### config.mk
export PLATFORM = sky130hd
export DESIGN_NAME = rggen_host_arbiter
export DESIGN_NICKNAME = d
export VERILOG_FILES = /design/src/rtl/rggen_host_arbiter.sv
export SDC_FILE = /design/constraint.sdc
export NUM_CORES = 1
export LEC_CHECK = 0
export ABC_AREA = 1
export CORE_AREA = 5 5 111 113
export DETAILED_ROUTE_END_ITERATION = 16
export DIE_AREA = 0 0 116 118
export SKIP_CTS_REPAIR_TIMING = 1
export SYNTH_ARGS = -nofsm -noshare
export SYNTH_HDL_FRONTEND = slang
export SYNTH_SLANG_ARGS = --single-unit
### constraint.sdc
create_clock -name clk -period 1.5 [get_ports clk]
set_input_delay 0.45 -clock clk [delete_from_list [all_inputs] [get_ports clk]]
set_output_delay 0.45 -clock clk [all_outputs]
set_load 0.1 [all_outputs]
### src/rtl/rggen_host_arbiter.sv
// -----------------------------------------------------------------------------
// rggen_host_arbiter
//
// Shares the register block's single internal command bus between HOSTS
// host-interface bridges. One host owns the bus at a time, picked
// round-robin. The owner keeps the bus until the addressed register returns
// its response strobe. That strobe is routed back to the owner only.
//
// Ports
//   clk, rst_n          clock, asynchronous active-low reset
//   i_command_valid     [HOSTS]            per-host command request
//   i_write, i_read     [HOSTS]            per-host access type (one-hot or zero)
//   i_address           [HOSTS][ADDR]      per-host byte address
//   i_write_data        [HOSTS][DATA]      per-host write data
//   i_write_mask        [HOSTS][DATA]      per-host write bit mask
//   o_response_ready    [HOSTS]            per-host response strobe
//   o_read_data         [DATA]             read data, shared by all hosts
//   o_status            [2]                response status, shared by all hosts
//   o_command_valid .. o_write_mask        downstream command bus
//   i_response_ready, i_read_data, i_status  downstream response
//   o_grant             [HOSTS]            one-hot current owner, zero when idle
// -----------------------------------------------------------------------------
module rggen_host_arbiter #(
    parameter int HOSTS         = 2,
    parameter int DATA_WIDTH    = 32,
    parameter int ADDRESS_WIDTH = 7
) (
    input  logic                                      clk,
    input  logic                                      rst_n,
    input  logic [HOSTS-1:0]                          i_command_valid,
    input  logic [HOSTS-1:0]                          i_write,
    input  logic [HOSTS-1:0]                          i_read,
    input  logic [HOSTS-1:0][ADDRESS_WIDTH-1:0]       i_address,
    input  logic [HOSTS-1:0][DATA_WIDTH-1:0]          i_write_data,
    input  logic [HOSTS-1:0][DATA_WIDTH-1:0]          i_write_mask,
    output logic [HOSTS-1:0]                          o_response_ready,
    output logic [DATA_WIDTH-1:0]                     o_read_data,
    output logic [1:0]                                o_status,
    output logic                                      o_command_valid,
    output logic                                      o_write,
    output logic                                      o_read,
    output logic [ADDRESS_WIDTH-1:0]                  o_address,
    output logic [DATA_WIDTH-1:0]                     o_write_data,
    output logic [DATA_WIDTH-1:0]                     o_write_mask,
    input  logic                                      i_response_ready,
    input  logic [DATA_WIDTH-1:0]                     i_read_data,
    input  logic [1:0]                                i_status,
    output logic [HOSTS-1:0]                          o_grant
);

    localparam int IDX_W = (HOSTS > 1) ? $clog2(HOSTS) : 1;
    // One extra bit so that pointer + offset never overflows before the wrap.
    localparam int CW    = IDX_W + 1;

    typedef enum logic {
        ST_IDLE = 1'b0,
        ST_BUSY = 1'b1
    } state_e;

    state_e             state_r;
    state_e             state_s;
    logic [IDX_W-1:0]   grant_idx_r;
    logic [IDX_W-1:0]   grant_idx_s;
    logic [IDX_W-1:0]   ptr_r;
    logic [IDX_W-1:0]   ptr_s;
    logic [HOSTS-1:0]   grant_r;
    logic [HOSTS-1:0]   grant_s;
    logic [IDX_W-1:0]   winner_s;
    logic [IDX_W-1:0]   next_ptr_s;
    logic [CW-1:0]      cand_s;
    logic               found_s;
    logic               busy_s;

    function automatic logic [HOSTS-1:0] idx_to_onehot(input logic [IDX_W-1:0] idx);
        logic [HOSTS-1:0] oh;
        oh      = {HOSTS{1'b0}};
        oh[idx] = 1'b1;
        return oh;
    endfunction

    assign busy_s = (state_r == ST_BUSY);

    // Round-robin search: first requesting host at or after the pointer, wrapping.
    always_comb begin
        winner_s = ptr_r;
        found_s  = 1'b0;
        cand_s   = {CW{1'b0}};
        for (int off = 0; off < HOSTS; off++) begin
            cand_s = {1'b0, ptr_r} + CW'(off);
            if (cand_s >= CW'(HOSTS)) begin
                cand_s = cand_s - CW'(HOSTS);
            end else begin
                cand_s = cand_s;
            end
            if (!found_s && i_command_valid[cand_s[IDX_W-1:0]]) begin
                winner_s = cand_s[IDX_W-1:0];
                found_s  = 1'b1;
            end else begin
                winner_s = winner_s;
            end
        end
    end

    // Pointer value after the current owner finishes: owner + 1, wrapping to 0.
    always_comb begin
        if (grant_idx_r == IDX_W'(HOSTS - 1)) begin
            next_ptr_s = {IDX_W{1'b0}};
        end else begin
            next_ptr_s = grant_idx_r + IDX_W'(1);
        end
    end

    // State register: FSM state, owner index, round-robin pointer, one-hot grant.
    always_ff @(posedge clk or negedge rst_n) begin
        if (!rst_n) begin
            state_r     <= ST_IDLE;
            grant_idx_r <= {IDX_W{1'b0}};
            ptr_r       <= {IDX_W{1'b0}};
            grant_r     <= {HOSTS{1'b0}};
        end else begin
            state_r     <= state_s;
            grant_idx_r <= grant_idx_s;
            ptr_r       <= ptr_s;
            grant_r     <= grant_s;
        end
    end

    // Next-state logic: grant on any request, release on the response strobe.
    always_comb begin
        state_s     = state_r;
        grant_idx_s = grant_idx_r;
        ptr_s       = ptr_r;
        grant_s     = grant_r;
        case (state_r)
            ST_IDLE: begin
                // A response strobe seen here is spurious and deliberately ignored.
                if (|i_command_valid) begin
                    state_s     = ST_BUSY;
                    grant_idx_s = winner_s;
                    grant_s     = idx_to_onehot(winner_s);
                end else begin
                    state_s     = ST_IDLE;
                end
            end
            ST_BUSY: begin
                if (i_response_ready) begin
                    state_s = ST_IDLE;
                    ptr_s   = next_ptr_s;
                    grant_s = {HOSTS{1'b0}};
                end else begin
                    state_s = ST_BUSY;
                end
            end
            default: begin
                state_s     = ST_IDLE;
                grant_idx_s = {IDX_W{1'b0}};
                ptr_s       = {IDX_W{1'b0}};
                grant_s     = {HOSTS{1'b0}};
            end
        endcase
    end

    // Output logic: owner's command muxed downstream, response routed to owner.
    // Response data/status are also forced to zero when idle so that every
    // output reads zero while the block is held in reset.
    always_comb begin
        o_write          = 1'b0;
        o_read           = 1'b0;
        o_address        = {ADDRESS_WIDTH{1'b0}};
        o_write_data     = {DATA_WIDTH{1'b0}};
        o_write_mask     = {DATA_WIDTH{1'b0}};
        o_response_ready = {HOSTS{1'b0}};
        o_read_data      = {DATA_WIDTH{1'b0}};
        o_status         = 2'b00;
        if (busy_s) begin
            o_write          = i_write[grant_idx_r];
            o_read           = i_read[grant_idx_r];
            o_address        = i_address[grant_idx_r];
            o_write_data     = i_write_data[grant_idx_r];
            o_write_mask     = i_write_mask[grant_idx_r];
            o_response_ready = i_response_ready ? grant_r : {HOSTS{1'b0}};
            o_read_data      = i_read_data;
            o_status         = i_status;
        end else begin
            o_response_ready = {HOSTS{1'b0}};
        end
    end

    assign o_command_valid = busy_s;
    assign o_grant         = grant_r;

endmodule

==> results of run 1 <==
-- report_power, final --
part           internal, uW  switching [uW]
Clock                   352            90.1
Sequential              199            73.8
Combinational          6270           10500
Total                  6820           10600
-- flip-flops by register name (all words and copies together) (netlist names) --
signal,cells
o_grant,2
grant_idx_r,1
o_command_valid,1
ptr_r,1
-- cells in the mapped netlist, drive strengths merged --
library cell	count	area, um^2
nor2	148	760.7
o21ai	76	380.4
nand2	42	157.7
inv	39	158.9
buf	27	284.0
dfrtp	5	125.1
nand3	4	20.02
-- through the flow --
step	util, %	cells	setup slack [ps]	cell area [um^2]
CTS	62.76	777	-437.1	7044
detailed placement	62.06	773	-367.8	6965
finish	72.70	801	-379.1	8159
global placement	62.06	773	-349.9	6965
global route	72.70	801	-425.6	8159
floorplan	-	341	-474.6	2693
-- cell type report --
| type | count | area (um^2) |
|---|---|---|
| Clock buffer | 4 | 78.83 |
| Multi-Input combinational cell | 270 | 2535 |
| Tap cell | 143 | 178.9 |
| Fill cell | 787 | 3064 |
| Timing Repair Buffer | 339 | 4873 |
| Timing Repair inverter | 1 | 11.26 |
| Sequential cell | 5 | 132.6 |
| Inverter | 39 | 349.1 |
-- worst max-delay path, cell delays in order, from the launching register on --
cell       delay [ps]
dfrtp_2           410
buf_12            170
clkbuf_16         190
o21ai_2           200
nor2_4             60
buf_12            160
-- logic make-up after synthesis --
kind of cell | share of synthesized area, %
compound gates | 20.16
flops | 6.631
simple gates | 49.73
buf+inv | 23.48
-- metal layers --
metal / up-vias / global-route usage [%] / wire length [um]
li1: 1696 / - / -
met1: 1618 / 18.07 / 5036
met2: 149 / 33.71 / 8487
met3: 11 / 4.062 / 1060
met4: 0 / 2.248 / 123
met5: - / 0 / 0
-- worst paths after layout --
check / to / slack (ps)
max: o_write_mask[29] / -380
max reg2reg: o_grant[0] / 220
min in group clk: o_command_valid / 530
min: o_command_valid / 450
min reg2reg: ptr_r / 560
max in group asynchronous: o_command_valid / 830
==> results.toml, run 1 <==
[critical_path]
crit-reg2reg-launch = "o_command_valid"
critical_path_class = "reg2out"
worst_ep_arrival_time_ps = 1430
endpoint_kind = "primary output"
worst-path-max-fanout = 9
cp-startpoint = "grant_idx_r"
rr_worst_depth = 6
startpoint_type = "flip-flop"
required_ps = 1050

[layout]
drive_gt1_share_pct = 68.69
area_growth_pct = 332.4
final_cell_mix = "183 x clkdlybuf4s50_1, 127 x buf_12, 104 x nor2_4, 60 x o21ai_2, 44 x nor2_2"
final_net_count = 844
final_common_cell = "clkdlybuf4s50_1"
n_antenna_cell = 0

[sta]
fin_tns_setup_ps = -37530
worstMarginPinSlew_ps = 301.2
fin_crit_sh_pct = 125.3
setup_ws_ps = -379.1
clock-skew-final_ps = 1.220
setup_viol = 110
finalHoldViolations = 0
hold_ws_ps = 448.3
slew_viol_final = 0
fmax_ghz = 0.5322
fin_crit_ps = 1879
relSlewSlack_pct = 79.92
rsz0062_at_grt = "yes"

[logic_synthesis]
synth_area_per_cell_um2 = 5.533
ys_warn_count = 0
synth_cells = 341
syn-cell-area_um2 = 1887
synth_seq_cells = 5
yosysSeqAreaShare_pct = 6.631
synth.distinct_cells = 15
syn_nets = 526

[global_route]
grt_max_degree = 45
grt_pass1_vias = 3394
antenna_found_initial = 0
gr-total-overflow = 0
grt.total_usage_pct = 17.01
grt_pass1_wl_um = 18640

[route]
drc = 0
routed_wl_um = 14710
avgViaCountPerCell = 4.337
num_vias = 3474
first_iter_violations = 112
wire_per_inst_um = 18.36
antenna_left = 0
first_pass_iters = 4

[outcome]
outcome = "complete, but fails checks"
violations = "negative setup slack"

[power_and_ir_drop]
p_leak_uw = 0.003131
power.total_uw = 17470
ir_worst_vdd_uv = 1482
pwr_density_cell_nw_per_um2 = 2141

[placed_design]
port-buffer-count = 296
dp_hpwl_um = 10900
gp_congestion = 0.8633

[die]
core-area_um2 = 11220
initial_utilization_pct = 16.81
die_area_um2 = 13690
rows = 39
ios = 297
die_w_um = 116
die_y_um = 118

[clock_network]
htree_num_levels = 1
cts_tree = "yes"
clock_latency_ps = 230
cts_root_buf = "clkbuf_16"
cts_buffers = 3
cts_sinks = 5
clock_path_buffers = 2
cts.reportedPaths.clkPinSlew_ps = 30

[hold_path]
worstHoldPathType = "in2async"

[run]
drv_cap = 0
(Power assumes the default switching activity.)
==> inputs of run 2 (changes only) <==
==> constraint.sdc (replaced) <==
create_clock -name clk -period 2 [get_ports clk]
set_input_delay 0.6 -clock clk [delete_from_list [all_inputs] [get_ports clk]]
set_output_delay 0.6 -clock clk [all_outputs]
set_load 0.1 [all_outputs]
==> run 2 against run 1 <==
Cell count is 0.12% higher. Critical path type is now in2out. Count of clock-buffer cells in the layout is the same. The run still ends with negative setup slack left. Die area did not move. Non-clock buffer count down 3. Core utilization fell by 0.51 points. Critical path depth shrank 1. Worst hold slack gained 79 ps. First-iteration DRC count decreased by 18%. Clock skew increased by 1.5 ps. Highest routed layer is now met5. Sequential cell count unchanged. Routed wire length is 4.5% higher.
==> results.toml, run 2 (synthesized netlist as in run 1, its figures left out) <==
[placed_design]
dp_hpwl_um = 11110
placed_cell_area_um2 = 6728
port-buffer-count = 296
gp_congestion = 0.8575

[sta]
fin_crit_ps = 2068
slew_viol_final = 0
relSlewSlack_pct = 77.97
worstMarginPinSlew_ps = 330.5
fmax_ghz = 0.4837
clock-skew-final_ps = 2.684
finalHoldViolations = 0
setup_viol = 76
setup_ws_ps = -67.59
rsz0062_at_grt = "yes"
fin_crit_sh_pct = 103.4
hold_ws_ps = 526.8

[layout]
largest_reg_flops = 2
area_growth_pct = 329.4
n_fill_cell = 746
final_net_count = 841
final_cell_mix = "121 x buf_12, 100 x nor2_4, 97 x dlymetal6s2s_1, 87 x clkdlybuf4s50_1, 67 x o21ai_2"
final_common_cell = "buf_12"
stdcell_area_um2 = 8102
drive_gt1_share_pct = 67.79

[global_route]
gr-total-overflow = 0
antenna_found_initial = 5
busiest_layer = "met2"
grt_pass1_vias = 3477
grt.total_usage_pct = 17.56
use_met3_pct = 8.175
use_met2_pct = 32.27
grt_max_degree = 45
use_met1_pct = 17.55
grt_pass1_wl_um = 19130

[critical_path]
worst-path-max-fanout = 1
path_cells = "clkdlybuf4s50_1, o21ai_2, nor2_4, buf_12"
required_ps = 1400
critical_path_class = "in2out"
max_stage_delay_ps = 490
path_delay_family = "buffers and inverters"
cp_slowest_cell = "clkdlybuf4s50_1"
worst_ep_arrival_time_ps = 1470
endpoint_kind = "primary output"
critPathBufInv = 2
startpoint_type = "input port"

[power_and_ir_drop]
p_leak_uw = 0.003922
ir_worst_vdd_uv = 1037
pwr_density_cell_nw_per_um2 = 1579

[die]
initial_utilization_pct = 16.81
die_w_um = 116
rows = 39
die_y_um = 118
die_area_um2 = 13690
core-area_um2 = 11220
ios = 297

[run]
drv_cap = 0

[hold_path]
worstHoldPathType = "reg2reg"

[route]
routed_wl_um = 15370
antenna_left = 0
wire_per_inst_um = 19.16
first_pass_iters = 4
drc = 0
avgViaCountPerCell = 4.453
num_vias = 3571
first_iter_violations = 92

[outcome]
violations = "negative setup slack"
outcome = "complete, but fails checks"

[clock_network]
htree_num_levels = 1
clock_path_buffers = 2
cts.reportedPaths.clkPinSlew_ps = 30
cts_buffers = 3
cts_tree = "yes"
cts_root_buf = "clkbuf_16"
cts_sinks = 5
clock_latency_ps = 230
==> run 2: worst min-delay path, stage by stage (launching register included) <==
cell     delay, ps
dfrtp_1        360
nand2_1         60
o21ai_1         60
==> run 2: through the flow <==
stage	power [uW]	util (%)	instances	setup WS (ps)	TNS [ps]
2_1_floorplan	7525	-	341	-124.6	-9391
3_3_place_gp	11070	59.94	766	-165.6	-4946
3_5_place_dp	11150	59.94	766	-153.0	-5562
4_1_cts	11500	60.65	770	-179.0	-8819
5_1_grt	13190	72.19	802	-126.3	-5980
6_report	12790	72.19	802	-67.59	-2291
==> run 2: final timing paths <==
path,start,end,slack (ps),cells past startpoint
hold / removal,ptr_r,ptr_r,530,2
max in group asynchronous,rst_n,o_command_valid,1140,1
min in group asynchronous,rst_n,ptr_r,610,1
hold reg to reg,ptr_r,ptr_r,530,2
setup / recovery,i_address[1],o_address[1],-70,4
setup reg to reg,o_command_valid,grant_idx_r,710,6
==> run 2: where the power goes <==
group	leakage (uW)	total, uW	switching [uW]	internal (uW)
Clock	0.0000382	331	66.4	264
Sequential	0.0000567	211	61.4	149
Combinational	0.00383	12200	7820	4430
==> run 2: area by class of cell <==
class	count	area, um^2	share of cell area [%]
repair inverters	1	16.27	0.2008
flip-flops and latches	5	132.6	1.637
inverters	39	271.5	3.351
multi-input cells	270	2440	30.12
repair buffers	336	4974	61.39
diodes	4	10.01	0.1236
well taps	143	178.9	2.208
clock buffers	4	78.83	0.9730
==> run 2: layer usage <==
metal	wire length, um	vias up
met5	13	-
met3	1789	20
li1	-	1696
met1	5001	1657
met2	8264	196
met4	302	2
